File: src/rtl/slide_scan.sv
// slide_scan: round-robin A2D scanner. Each slot requests a conversion on its
// mapped channel, waits (bounded) for completion, and folds the result into a
// per-slot exponential smoothing filter. A slot that times out is retried.
module slide_scan #(
  parameter int unsigned          NUM_CH    = 6,
  parameter int unsigned          RES_W     = 12,
  parameter logic [NUM_CH*3-1:0]  CH_MAP    = {3'd7, 3'd4, 3'd3, 3'd2, 3'd1, 3'd0},
  parameter int unsigned          AVG_SHIFT = 2,
  parameter int unsigned          TIMEOUT   = 4095
) (
  input  logic                    clk,
  input  logic                    rst_n,
  input  logic                    en,
  output logic                    strt_cnv,
  output logic [2:0]              chnnl,
  input  logic                    cnv_cmplt,
  input  logic [RES_W-1:0]        res,
  output logic [NUM_CH*RES_W-1:0] pot,
  output logic [NUM_CH-1:0]       upd,
  output logic                    sweep_done,
  output logic                    err
);

  localparam int unsigned SlotW = (NUM_CH > 1) ? $clog2(NUM_CH) : 1;
  localparam int unsigned CntW  = (TIMEOUT > 1) ? $clog2(TIMEOUT) : 1;

  // Counter value during the last WAIT cycle that is still allowed.
  localparam logic [CntW-1:0]  CntLast  = CntW'(TIMEOUT - 1);
  localparam logic [SlotW-1:0] SlotLast = SlotW'(NUM_CH - 1);

  typedef enum logic [1:0] {
    StIdle  = 2'd0,
    StStart = 2'd1,
    StWait  = 2'd2
  } state_e;

  state_e                    r_state, w_state_nxt;
  logic [SlotW-1:0]          r_slot, w_slot_nxt;
  logic [2:0]                r_chnnl, w_chnnl_nxt;
  logic [CntW-1:0]           r_cnt, w_cnt_nxt;
  logic [NUM_CH*RES_W-1:0]   r_pot, w_pot_nxt;
  logic [NUM_CH-1:0]         r_seeded, w_seeded_nxt;
  logic [NUM_CH-1:0]         r_upd, w_upd_nxt;
  logic                      r_sweep, w_sweep_nxt;
  logic                      r_err, w_err_nxt;

  logic                      w_done;
  logic                      w_tmo;
  logic                      w_wrap;
  logic [RES_W-1:0]          w_cur_pot;
  logic                      w_cur_seeded;
  logic signed [RES_W:0]     w_diff;
  logic signed [RES_W:0]     w_step;
  logic [RES_W-1:0]          w_filt;

  // Completion always beats a coincident timeout.
  assign w_done = (r_state == StWait) && cnv_cmplt;
  assign w_tmo  = (r_state == StWait) && !cnv_cmplt && (r_cnt == CntLast);
  assign w_wrap = (r_slot == SlotLast);

  // Select the stored value and seeded flag of the active slot.
  always_comb begin
    w_cur_pot    = '0;
    w_cur_seeded = 1'b0;
    for (int k = 0; k < NUM_CH; k++) begin
      if (r_slot == SlotW'(k)) begin
        w_cur_pot    = r_pot[k*RES_W +: RES_W];
        w_cur_seeded = r_seeded[k];
      end
    end
  end

  // Smoothing filter: pot += (res - pot) >>> AVG_SHIFT; first sample seeds.
  always_comb begin
    w_diff = $signed({1'b0, res}) - $signed({1'b0, w_cur_pot});
    w_step = w_diff >>> AVG_SHIFT;
    if ((AVG_SHIFT == 0) || !w_cur_seeded) begin
      w_filt = res;
    end else begin
      // The step never overshoots res, so dropping the top bit is exact.
      w_filt = RES_W'($unsigned(w_step) + {1'b0, w_cur_pot});
    end
  end

  // State register.
  always_ff @(posedge clk or negedge rst_n) begin
    if (!rst_n) begin
      r_state <= StIdle;
    end else begin
      r_state <= w_state_nxt;
    end
  end

  // Next-state logic.
  always_comb begin
    w_state_nxt = r_state;
    case (r_state)
      StIdle: begin
        if (en) w_state_nxt = StStart;
      end
      StStart: begin
        w_state_nxt = StWait;
      end
      StWait: begin
        // en only matters once the conversion has finished or been abandoned.
        if (w_done || w_tmo) w_state_nxt = en ? StStart : StIdle;
      end
      default: begin
        w_state_nxt = StIdle;
      end
    endcase
  end

  // Outputs and datapath next-state values.
  always_comb begin
    strt_cnv     = (r_state == StStart);
    w_slot_nxt   = r_slot;
    w_chnnl_nxt  = r_chnnl;
    w_cnt_nxt    = r_cnt;
    w_pot_nxt    = r_pot;
    w_seeded_nxt = r_seeded;
    w_upd_nxt    = '0;
    w_sweep_nxt  = 1'b0;
    w_err_nxt    = w_tmo;

    if (r_state == StStart) begin
      w_cnt_nxt = '0;
    end else if (r_state == StWait) begin
      w_cnt_nxt = r_cnt + CntW'(1);
    end

    if (w_done) begin
      for (int k = 0; k < NUM_CH; k++) begin
        if (r_slot == SlotW'(k)) begin
          w_pot_nxt[k*RES_W +: RES_W] = w_filt;
          w_seeded_nxt[k]             = 1'b1;
          w_upd_nxt[k]                = 1'b1;
        end
      end
      w_sweep_nxt = w_wrap;
      w_slot_nxt  = w_wrap ? '0 : r_slot + SlotW'(1);
    end

    // Channel is latched on entry to START so it tracks the advanced slot.
    if (w_state_nxt == StStart) begin
      for (int k = 0; k < NUM_CH; k++) begin
        if (w_slot_nxt == SlotW'(k)) w_chnnl_nxt = CH_MAP[k*3 +: 3];
      end
    end
  end

  // Datapath registers.
  always_ff @(posedge clk or negedge rst_n) begin
    if (!rst_n) begin
      r_slot   <= '0;
      r_chnnl  <= CH_MAP[2:0];
      r_cnt    <= '0;
      r_pot    <= '0;
      r_seeded <= '0;
      r_upd    <= '0;
      r_sweep  <= 1'b0;
      r_err    <= 1'b0;
    end else begin
      r_slot   <= w_slot_nxt;
      r_chnnl  <= w_chnnl_nxt;
      r_cnt    <= w_cnt_nxt;
      r_pot    <= w_pot_nxt;
      r_seeded <= w_seeded_nxt;
      r_upd    <= w_upd_nxt;
      r_sweep  <= w_sweep_nxt;
      r_err    <= w_err_nxt;
    end
  end

  assign chnnl      = r_chnnl;
  assign pot        = r_pot;
  assign upd        = r_upd;
  assign sweep_done = r_sweep;
  assign err        = r_err;

endmodule
File: config.mk
export PLATFORM = sky130hd
export DESIGN_NAME = slide_scan
export DESIGN_NICKNAME = d
export VERILOG_FILES = /design/src/rtl/slide_scan.sv
export SDC_FILE = /design/constraint.sdc
export NUM_CORES = 1
export LEC_CHECK = 0
export CAP_MARGIN = 15
export CORE_MARGIN = 2
export CORE_UTILIZATION = 50
export DETAILED_ROUTE_END_ITERATION = 16
export DONT_BUFFER_PORTS = 1
export PLACE_DENSITY = 0.61
export SYNTH_ARGS = -nofsm -noshare
export SYNTH_HDL_FRONTEND = slang
export SYNTH_SLANG_ARGS = --single-unit
export TNS_END_PERCENT = 5
File: constraint.sdc
create_clock -name clk -period 9.2 [get_ports clk]
set_input_delay 1.84 -clock clk [delete_from_list [all_inputs] [get_ports clk]]
set_output_delay 1.84 -clock clk [all_outputs]
set_load 0.01 [all_outputs]
==> results.yml, run 1 <==
placed_design:
  io_buffers: 0
  dp.final_hpwl_mm: 11.0
  globalplace.congestion: 0.839
route:
  drt_pass1_iterations: 5
  drt_first_iter_violations: 263
  wl_per_cell_um: 18.6
  via_count: 4581
  drc_errors: 0
  vias_per_cell: 5.77
  route.final.wire_length_mm: 14.8
  drt.antenna.violating_nets: 0
setup_path:
  ff2ff_setup_slack_ps: 2680
  timing.critical_path.from_type: "flip-flop"
  crit-reg2reg-launch: "r_slot[0]"
  worst_setup_path_end_kind: "flip-flop"
  crit_path_max_fanout: 36
  critPathKind: "flip-flop to flip-flop"
  worst-endpoint-arrival_ps: 6700
  startpoint_of_the_most_critical_setup_path: "r_slot[0]"
  timing.critical_path.required_ps: 9370
hold_path:
  worst_hold_path_type: "flip-flop to flip-flop"
  hold_path_startpoint: "r_seeded[4]"
logic_synthesis:
  synth.yosys.warnings: 0
  async_flop_share_pct: 100
  synthDistinctLibCells: 58
  post_synth_instance_area_um2: 6050
  syn-mean-instance-area_um2: 9.09
  synth-seq-area-share_pct: 43.4
  post_synth_inst_count: 666
  netlist_top_cells_area: "sky130_fd_sc_hd__dfrtp_1 (43%), sky130_fd_sc_hd__o21ai_0 (6.9%), sky130_fd_sc_hd__ha_1 (6.2%), sky130_fd_sc_hd__nand2_1 (6.1%), sky130_fd_sc_hd__mux2i_1 (5.3%)"
  synth-adder-area-share_pct: 6.89
  synth_compound_gate_area_share_pct: 20.4
  synth_simple_gate_area_share_pct: 14.7
  synth-main-ff-cell: "sky130_fd_sc_hd__dfrtp_1"
  yosys.area.top_type: "sky130_fd_sc_hd__dfrtp_1"
  synth_xor_area_share_pct: 4.05
  synth.net_count: 713
  synth_enable_flop_cells: 0
  synthMuxAreaShare_pct: 5.91
  synth_top_area_share_pct: 43.4
  yosys_register_bits: 105
  combinational_family_with_the_most_area_after_synthesis: "compound AO/OA/AOI/OAI gates"
  synth.cells.most_frequent: "sky130_fd_sc_hd__dfrtp_1 (105), sky130_fd_sc_hd__nand2_1 (98), sky130_fd_sc_hd__o21ai_0 (83)"
  post-synth-top-count-cell: "sky130_fd_sc_hd__dfrtp_1"
global_routing:
  grtUsageTotal_pct: 23.8
  grt_start_max_net_pins: 106
  grt.overflow.total: 0
  number_of_global_route_vias_before_repair: 4432
  number_of_antenna_violations_at_the_first_check_in_global_routing: 0
  grt_first_pass_wirelength_mm: 24.1
timing:
  min_period_over_period_pct: 70.9
  period_needed_ps: 6520
  final_hold_violating_endpoints: 0
  fin_hold_ws_ps: 469
  worst_slew_margin_rel_pct: 30.8
  unrepaired_setup_endpoints_after_global_routing: "no"
  worstMarginPinSlew_ps: 1040
  fin_skew_ps: 6.23
  timing.setup.tns_ps: 0
  final-max-slew-violation-count: 0
  finalSetupViolCount: 0
  max_clock_freq_mhz: 153
clocking:
  post_cts_buffers: 0
  post_cts_resized: 0
  cts_inserted_buffers: 9
  clock_insertion_delay_worst_skew_ps: 340
  htreeDepth: 3
  clk_transition_reported_paths_ps: 60
  clock_tree.root_cell: "sky130_fd_sc_hd__clkbuf_16"
  cts-hold-fix-buffers: 0
  clock_sink_count: 105
  clockBufferDepth: 2
  cts_tree: "yes"
cells_and_area:
  flow.area_growth_from_synthesis_pct: 5.98
  filler_cell_count: 1106
  num-nets-final: 691
  reg_area_um2: 2630
  n_antenna_cell: 0
  multi_input_combinational_cell_area_um2: 3150
  post_route_cells_drive_above_1_share_pct: 5.26
outcome:
  status: "finished clean"
floorplanning:
  die-width_um: 114
  num_rows: 40
  floorplan_die_area_um2: 13000
  core_um2: 11900
  io-pin-count: 100
  start_util_pct: 50.8
  die_height_um: 114
job:
  timing.max_cap.violations: 0
==> metal layers <==
layer / GRT usage [%] / wire [µm]
met5: 0 / 0
met4: 6.34 / 195
met3: 7.44 / 1120
met2: 38.8 / 7030
met1: 30.8 / 6410
==> logic make-up (layout without fill, tap and decap cells) <==
group | Yosys count | after routing
XOR/XNOR | 28 | 28
flip-flops | 105 | 105
AND/OR/NAND/NOR | 204 | 204
buffers and inverters | 70 | 51
multiplexers | 35 | 35
adder cells (fa/ha/maj) | 33 | 33
AO/OA/AOI/OAI | 191 | 191
==> registers in the layout, summed over array words and instances, names as in the netlist <==
| name | count |
|---|---|
| err | 1 |
| r_state | 2 |
| chnnl | 3 |
| r_cnt | 12 |
| sweep_done | 1 |
| pot | 72 |
| r_slot | 3 |
| r_seeded | 6 |
| upd | 5 |
==> path summary, 6_finish.rpt <==
check                      cells after the start           to
min                                            1  r_seeded[4]
max in group asynchronous                      0      pot[17]
max                                           24      pot[59]
min reg2reg                                    1  r_seeded[4]
max reg2reg                                   24      pot[59]
min in group asynchronous                      0     r_cnt[6]
==> area by class of cell <==
cell class / instances / area share (%)
Multi-Input combinational cell: 491 / 49.1
Clock buffer: 12 / 4.16
Clock inverter: 2 / 0.585
Sequential cell: 105 / 41.0
Inverter: 34 / 1.99
Timing Repair Buffer: 3 / 0.351
Tap cell: 147 / 2.87
==> layout by cell type (no fill, tap or decap), drive strengths merged, types with 12 or more instances in the layout <==
cell type  Yosys  layout
nand2b        12      12
nand3         14      14
nand2         98      98
ha            30      30
dfrtp        105     105
xnor2         18      18
a21oi         42      42
clkbuf        26      12
nor2          51      51
mux2i         32      32
inv           34      34
o21ai         89      89
==> through the flow <==
stage | setup WS (ps) | util, % | std cells | area [µm²]
2_1_floorplan | 2900 | - | 666 | 6050
4_1_cts | 2690 | 53.8 | 794 | 6410
5_1_grt | 2130 | 53.8 | 794 | 6410
3_5_place_dp | 2750 | 51.3 | 780 | 6110
6_report | 2680 | 53.8 | 794 | 6410
3_3_place_gp | 2980 | 51.3 | 780 | 6110
==> critical path, stage by stage, from the launching register on <==
cell	delay [ps]
sky130_fd_sc_hd__dfrtp_2	340
sky130_fd_sc_hd__buf_4	460
sky130_fd_sc_hd__and2_1	210
sky130_fd_sc_hd__ha_1	770
sky130_fd_sc_hd__and2_1	510
sky130_fd_sc_hd__a2bb2oi_1	120
sky130_fd_sc_hd__o21a_1	130
sky130_fd_sc_hd__ha_1	290
sky130_fd_sc_hd__o41ai_2	80
sky130_fd_sc_hd__a31oi_4	90
sky130_fd_sc_hd__a211oi_1	260
sky130_fd_sc_hd__o21bai_1	130
sky130_fd_sc_hd__a221oi_1	460
sky130_fd_sc_hd__o21ai_0	160
sky130_fd_sc_hd__xor2_1	170
sky130_fd_sc_hd__ha_1	340
sky130_fd_sc_hd__a21o_1	210
sky130_fd_sc_hd__a21o_1	180
sky130_fd_sc_hd__a21oi_1	150
sky130_fd_sc_hd__o21ai_1	120
sky130_fd_sc_hd__o31a_1	270
sky130_fd_sc_hd__xor2_1	150
sky130_fd_sc_hd__xnor2_1	150
sky130_fd_sc_hd__mux2i_1	410
sky130_fd_sc_hd__o21ai_0	170
Power of run 1 is not shown: default switching activity piles up to over one toggle a cycle in this logic, so the estimate is an artifact.
==> run 2: changes to the inputs <==
- PLACE_DENSITY: 0.61 -> 0.64
- clock period: 9.2 -> 5.3 ns (I/O delays scaled with it)
==> run 2 against run 1 <==
Net effect: final cell count grew 1.8%; worst setup slack lost 2300 ps; non-clock buffer count grew 12; maximum frequency grew 32%; critical path depth shrank 1; global-route usage shrank 0.088 points; flip-flop and latch count is the same.
==> results.yml, run 2 (same netlist as run 1, synthesis figures left out) <==
setup_path:
  worst_path_max_delay_cell: "sky130_fd_sc_hd__dfrtp_2"
  delay_heaviest_family_cp: "compound AO/OA/AOI/OAI gates"
  timing.critical_path.required_ps: 5500
  worst_path_max_stage_delay_ps: 440
  worst_setup_path_end_kind: "flip-flop"
  crit_path_max_fanout: 23
  crit_buf_inv: 3
  crit_cells: 23
  worstPathCellList: "and2_1, ha_1, buf_4, nor2_1, a21oi_1, o21ai_1, inv_1, ha_1, and3_1, a221oi_2, o21ai_0, xor2_1, ha_1, a21o_1, a21o_1, a21oi_2, o21ai_1, o31a_1, xor2_1, xnor2_1, mux2i_2, buf_4, o21ai_0"
  worst_r2r_path_depth: 23
  worst-endpoint-arrival_ps: 5140
  critPathCapture: "pot[35]"
  ff2ff_setup_slack_ps: 360
  crit-reg2reg-launch: "r_slot[0]"
  startpoint_of_the_most_critical_setup_path: "r_slot[0]"
  regToRegEndpoint: "pot[35]"
  critPathKind: "flip-flop to flip-flop"
  crit_path_most_repeated_cell: "sky130_fd_sc_hd__ha_1"
  timing.critical_path.from_type: "flip-flop"
floorplanning:
  core_um2: 11900
  die-width_um: 114
  io-pin-count: 100
  floorplan_die_area_um2: 13000
  die_height_um: 114
  start_util_pct: 50.8
  num_rows: 40
clocking:
  cts_inserted_buffers: 9
  htreeDepth: 3
  cts_tree: "yes"
  cts-hold-fix-buffers: 0
  clock_insertion_delay_worst_skew_ps: 350
  clock_sink_count: 105
  clockBufferDepth: 2
  clock_tree.root_cell: "sky130_fd_sc_hd__clkbuf_16"
  clk_transition_reported_paths_ps: 70
cells_and_area:
  reg_area_um2: 2630
  most-common-layout-cells: "sky130_fd_sc_hd__dfrtp_1 (104), sky130_fd_sc_hd__nand2_1 (98), sky130_fd_sc_hd__o21ai_0 (80)"
  n_antenna_cell: 0
  largest_register_ff_count: 72
  post_route_cells_drive_above_1_share_pct: 8.47
  flow.area_growth_from_synthesis_pct: 8.75
  filler_cell_count: 1080
  mostFrequentLayoutCell: "sky130_fd_sc_hd__dfrtp_1"
  num-nets-final: 703
  multi_input_combinational_cell_area_um2: 3200
placed_design:
  dp.final_hpwl_mm: 11.3
  globalplace.congestion: 0.884
  io_buffers: 0
global_routing:
  grtUsageTotal_pct: 23.7
  number_of_global_route_vias_before_repair: 4563
  grt.overflow.total: 0
  grt_start_max_net_pins: 106
  grt_first_pass_wirelength_mm: 24.2
  number_of_antenna_violations_at_the_first_check_in_global_routing: 0
timing:
  max_clock_freq_mhz: 202
  period_needed_ps: 4940
  fin_skew_ps: 6.25
  min_period_over_period_pct: 93.2
  unrepaired_setup_endpoints_after_global_routing: "no"
  worst_slew_margin_rel_pct: 39.2
  final_hold_violating_endpoints: 0
  finalSetupViolCount: 0
  timing.setup.tns_ps: 0
  final-max-slew-violation-count: 0
  worstMarginPinSlew_ps: 910
route:
  wl_per_cell_um: 18.3
  drt_pass1_iterations: 5
  vias_per_cell: 5.85
  drt.antenna.violating_nets: 0
  drc_errors: 0
  drt_first_iter_violations: 282
  route.final.wire_length_mm: 14.8
  via_count: 4723
hold_path:
  worst_hold_path_type: "input pin to async pin"
job:
  timing.max_cap.violations: 0
outcome:
  status: "finished clean"
## run 2: repair_timing
action,CTS,global route
gates resized for setup,0,10
setup buffers,0,3
endpoints found under the setup margin,0,22
## run 2: worst min-delay path by stage
stage,end,slack (ps),depth (start not counted)
2_1_floorplan,r_seeded[0],430,1
3_3_place_gp,r_seeded[2],450,1
3_5_place_dp,r_seeded[4],460,1
4_1_cts,pot[66],390,0
5_1_grt,sweep_done,390,0
6_report,upd[1],400,0
## run 2: routing by layer
metal  track usage (%)  wire length (µm)  vias to the layer above  share of wire [%]
met4              7.89               394                        0                2.7
met3              7.28               959                       26                6.5
met1              29.3              6210                     2279                 42
met2              39.6              7220                      131                 49
li1                  -                 -                     2287                  -
met5                 0                 0                        -                  0
## run 2: stage by stage
step / hold WS, ps / worst slack (ps) / instances / utilization [%] / area [µm²]
2_1_floorplan: 434 / 13.9 / 666 / - / 6100
3_3_place_gp: 449 / 205 / 789 / 52.0 / 6190
3_5_place_dp: 456 / 93.8 / 789 / 52.0 / 6190
4_1_cts: 392 / 85.6 / 805 / 54.7 / 6520
5_1_grt: 385 / 36.4 / 808 / 55.2 / 6580
6_report: 405 / 359 / 808 / 55.2 / 6580
## run 2: cell type report
class	count	area share (%)
Tap cell	147	2.80
Clock inverter	7	1.56
Multi-Input combinational cell	491	48.6
Clock buffer	9	3.42
Sequential cell	105	40.0
Inverter	34	1.94
Timing Repair Buffer	15	1.71
Power of run 2 is left out for the same reason.
==> run 3: changes to the inputs <==
- MAX_ROUTING_LAYER: unset -> met4
==> run 3 against run 2 <==
Net effect: flip-flop and latch count did not move; register-to-register slack worse by 60 ps; first-iteration DRC count is 7.4% lower; critical path depth decreased by 2; design area decreased by 0.49%; final cell count fell by 0.12%; core utilization is 0.27 points lower; clock-buffer cell count is 1 higher; wire length grew 0.93%; critical endpoint is now pot[23]; via count barely moved.
==> results.yml, run 3 (same netlist as run 1, synthesis figures left out) <==
cells_and_area:
  mostFrequentLayoutCell: "sky130_fd_sc_hd__dfrtp_1"
  num-nets-final: 703
  flow.area_growth_from_synthesis_pct: 8.21
  most-common-layout-cells: "sky130_fd_sc_hd__dfrtp_1 (104), sky130_fd_sc_hd__nand2_1 (98), sky130_fd_sc_hd__o21ai_0 (79)"
  post_route_cells_drive_above_1_share_pct: 8.33
  n_antenna_cell: 0
  design_area_um2: 6550
  largest_register_ff_count: 72
route:
  drc_errors: 0
  via_count: 4720
  vias_per_cell: 5.85
  drt_first_iter_violations: 261
  drt.antenna.violating_nets: 0
  wl_per_cell_um: 18.5
  drt_pass1_iterations: 4
  route.final.wire_length_mm: 14.9
timing:
  period_needed_ps: 5000
  final-max-slew-violation-count: 0
  layout_setup_ws_ps: 303
  min_period_over_period_pct: 94.3
  unrepaired_setup_endpoints_after_global_routing: "no"
  finalSetupViolCount: 0
  fin_hold_ws_ps: 410
  max_clock_freq_mhz: 200
  timing.setup.tns_ps: 0
  worst_slew_margin_rel_pct: 39.0
  final_hold_violating_endpoints: 0
  worstMarginPinSlew_ps: 912
  fin_skew_ps: 7.82
clocking:
  cts_inserted_buffers: 9
  clockBufferDepth: 2
  clk_transition_reported_paths_ps: 70
  htreeDepth: 3
  clock_tree.root_cell: "sky130_fd_sc_hd__clkbuf_16"
  clock_insertion_delay_worst_skew_ps: 350
  clock_sink_count: 105
  cts_tree: "yes"
setup_path:
  worstPathCellList: "and2_1, ha_1, buf_4, a211oi_1, a21oi_1, buf_4, o21ai_4, o21bai_2, a21oi_2, o2111ai_1, a21oi_2, xnor2_1, ha_1, a21o_1, a21oi_1, o21ai_1, o31a_1, xor2_1, xnor2_1, mux2i_2, o21ai_0"
  critPathKind: "flip-flop to flip-flop"
  worst-endpoint-arrival_ps: 5190
  timing.critical_path.required_ps: 5490
  delay_heaviest_family_cp: "compound AO/OA/AOI/OAI gates"
  crit_path_max_fanout: 23
  worst_setup_path_end_kind: "flip-flop"
  timing.critical_path.from_type: "flip-flop"
  crit_buf_inv: 2
  worst_path_max_delay_cell: "sky130_fd_sc_hd__dfrtp_2"
  worst_path_max_stage_delay_ps: 440
placed_design:
  dp.final_hpwl_mm: 11.4
  pre_cts_slack_ps: 21.0
  globalplace.congestion: 0.895
  io_buffers: 0
  placement.cell_area_um2: 6190
floorplanning:
  start_util_pct: 50.8
  die-width_um: 114
  io-pin-count: 100
  die_height_um: 114
  num_rows: 40
  floorplan_die_area_um2: 13000
  core_um2: 11900
global_routing:
  grt_first_pass_wirelength_mm: 23.9
  number_of_antenna_violations_at_the_first_check_in_global_routing: 0
  number_of_global_route_vias_before_repair: 4602
  grt_start_max_net_pins: 106
  grt.overflow.total: 0
  grtUsageTotal_pct: 24.1
outcome:
  status: "finished clean"
hold_path:
  worst_hold_path_type: "input pin to async pin"
job:
  timing.max_cap.violations: 0
## run 3: what timing repair did
action	in CTS	in global routing
setup endpoints to repair	0	23
buffers inserted	0	3
hold buffers	0	0
gates resized for setup	0	11
endpoints found under the hold margin	0	0
## run 3: final cells by class
class | count | area [µm²]
clock inverter | 5 | 56.3
clock buffer | 10 | 239
timing repair buffer | 15 | 113
tap | 147 | 184
sequential | 105 | 2630
fill | 1075 | 5360
inverter | 34 | 128
multi-input combinational | 491 | 3200
## run 3: metal layers
metal / track usage (%) / up-vias / routed length, µm
met3: 6.70 / 27 / 899
met5: - / - / 0
met2: 38.4 / 137 / 7240
li1: - / 2288 / -
met1: 29.5 / 2268 / 6390
met4: 9.11 / 0 / 384
## run 3: final timing paths
check	from	endpoint	slack [ps]	cells after the start
max reg2reg	r_slot[0]	pot[23]	300	21
min in group clk	r_seeded[2]	r_seeded[2]	470	1
min reg2reg	r_seeded[2]	r_seeded[2]	470	1
max in group asynchronous	rst_n	r_slot[0]	4730	0
max	r_slot[0]	pot[23]	300	21
min	rst_n	pot[6]	410	0
## run 3: worst register-to-register path, cell delays in order (launching register included)
cell and delay (ps):
sky130_fd_sc_hd__dfrtp_2 440, sky130_fd_sc_hd__and2_1 180, sky130_fd_sc_hd__ha_1 240, sky130_fd_sc_hd__buf_4 240, sky130_fd_sc_hd__a211oi_1 320, sky130_fd_sc_hd__a21oi_1 170, sky130_fd_sc_hd__buf_4 220, sky130_fd_sc_hd__o21ai_4 220
sky130_fd_sc_hd__o21bai_2 120, sky130_fd_sc_hd__a21oi_2 220, sky130_fd_sc_hd__o2111ai_1 220, sky130_fd_sc_hd__a21oi_2 240, sky130_fd_sc_hd__xnor2_1 180, sky130_fd_sc_hd__ha_1 320, sky130_fd_sc_hd__a21o_1 170, sky130_fd_sc_hd__a21oi_1 200
sky130_fd_sc_hd__o21ai_1 130, sky130_fd_sc_hd__o31a_1 260, sky130_fd_sc_hd__xor2_1 150, sky130_fd_sc_hd__xnor2_1 160, sky130_fd_sc_hd__mux2i_2 320, sky130_fd_sc_hd__o21ai_0 130
## run 3: stage by stage
stage / util [%] / cells
final: 55.0 / 807
after CTS: 54.4 / 804
after global placement: 52.0 / 789
after detailed placement: 52.0 / 789
after global routing: 55.0 / 807
after floorplan: - / 666
Power of run 3 is left out for the same reason.
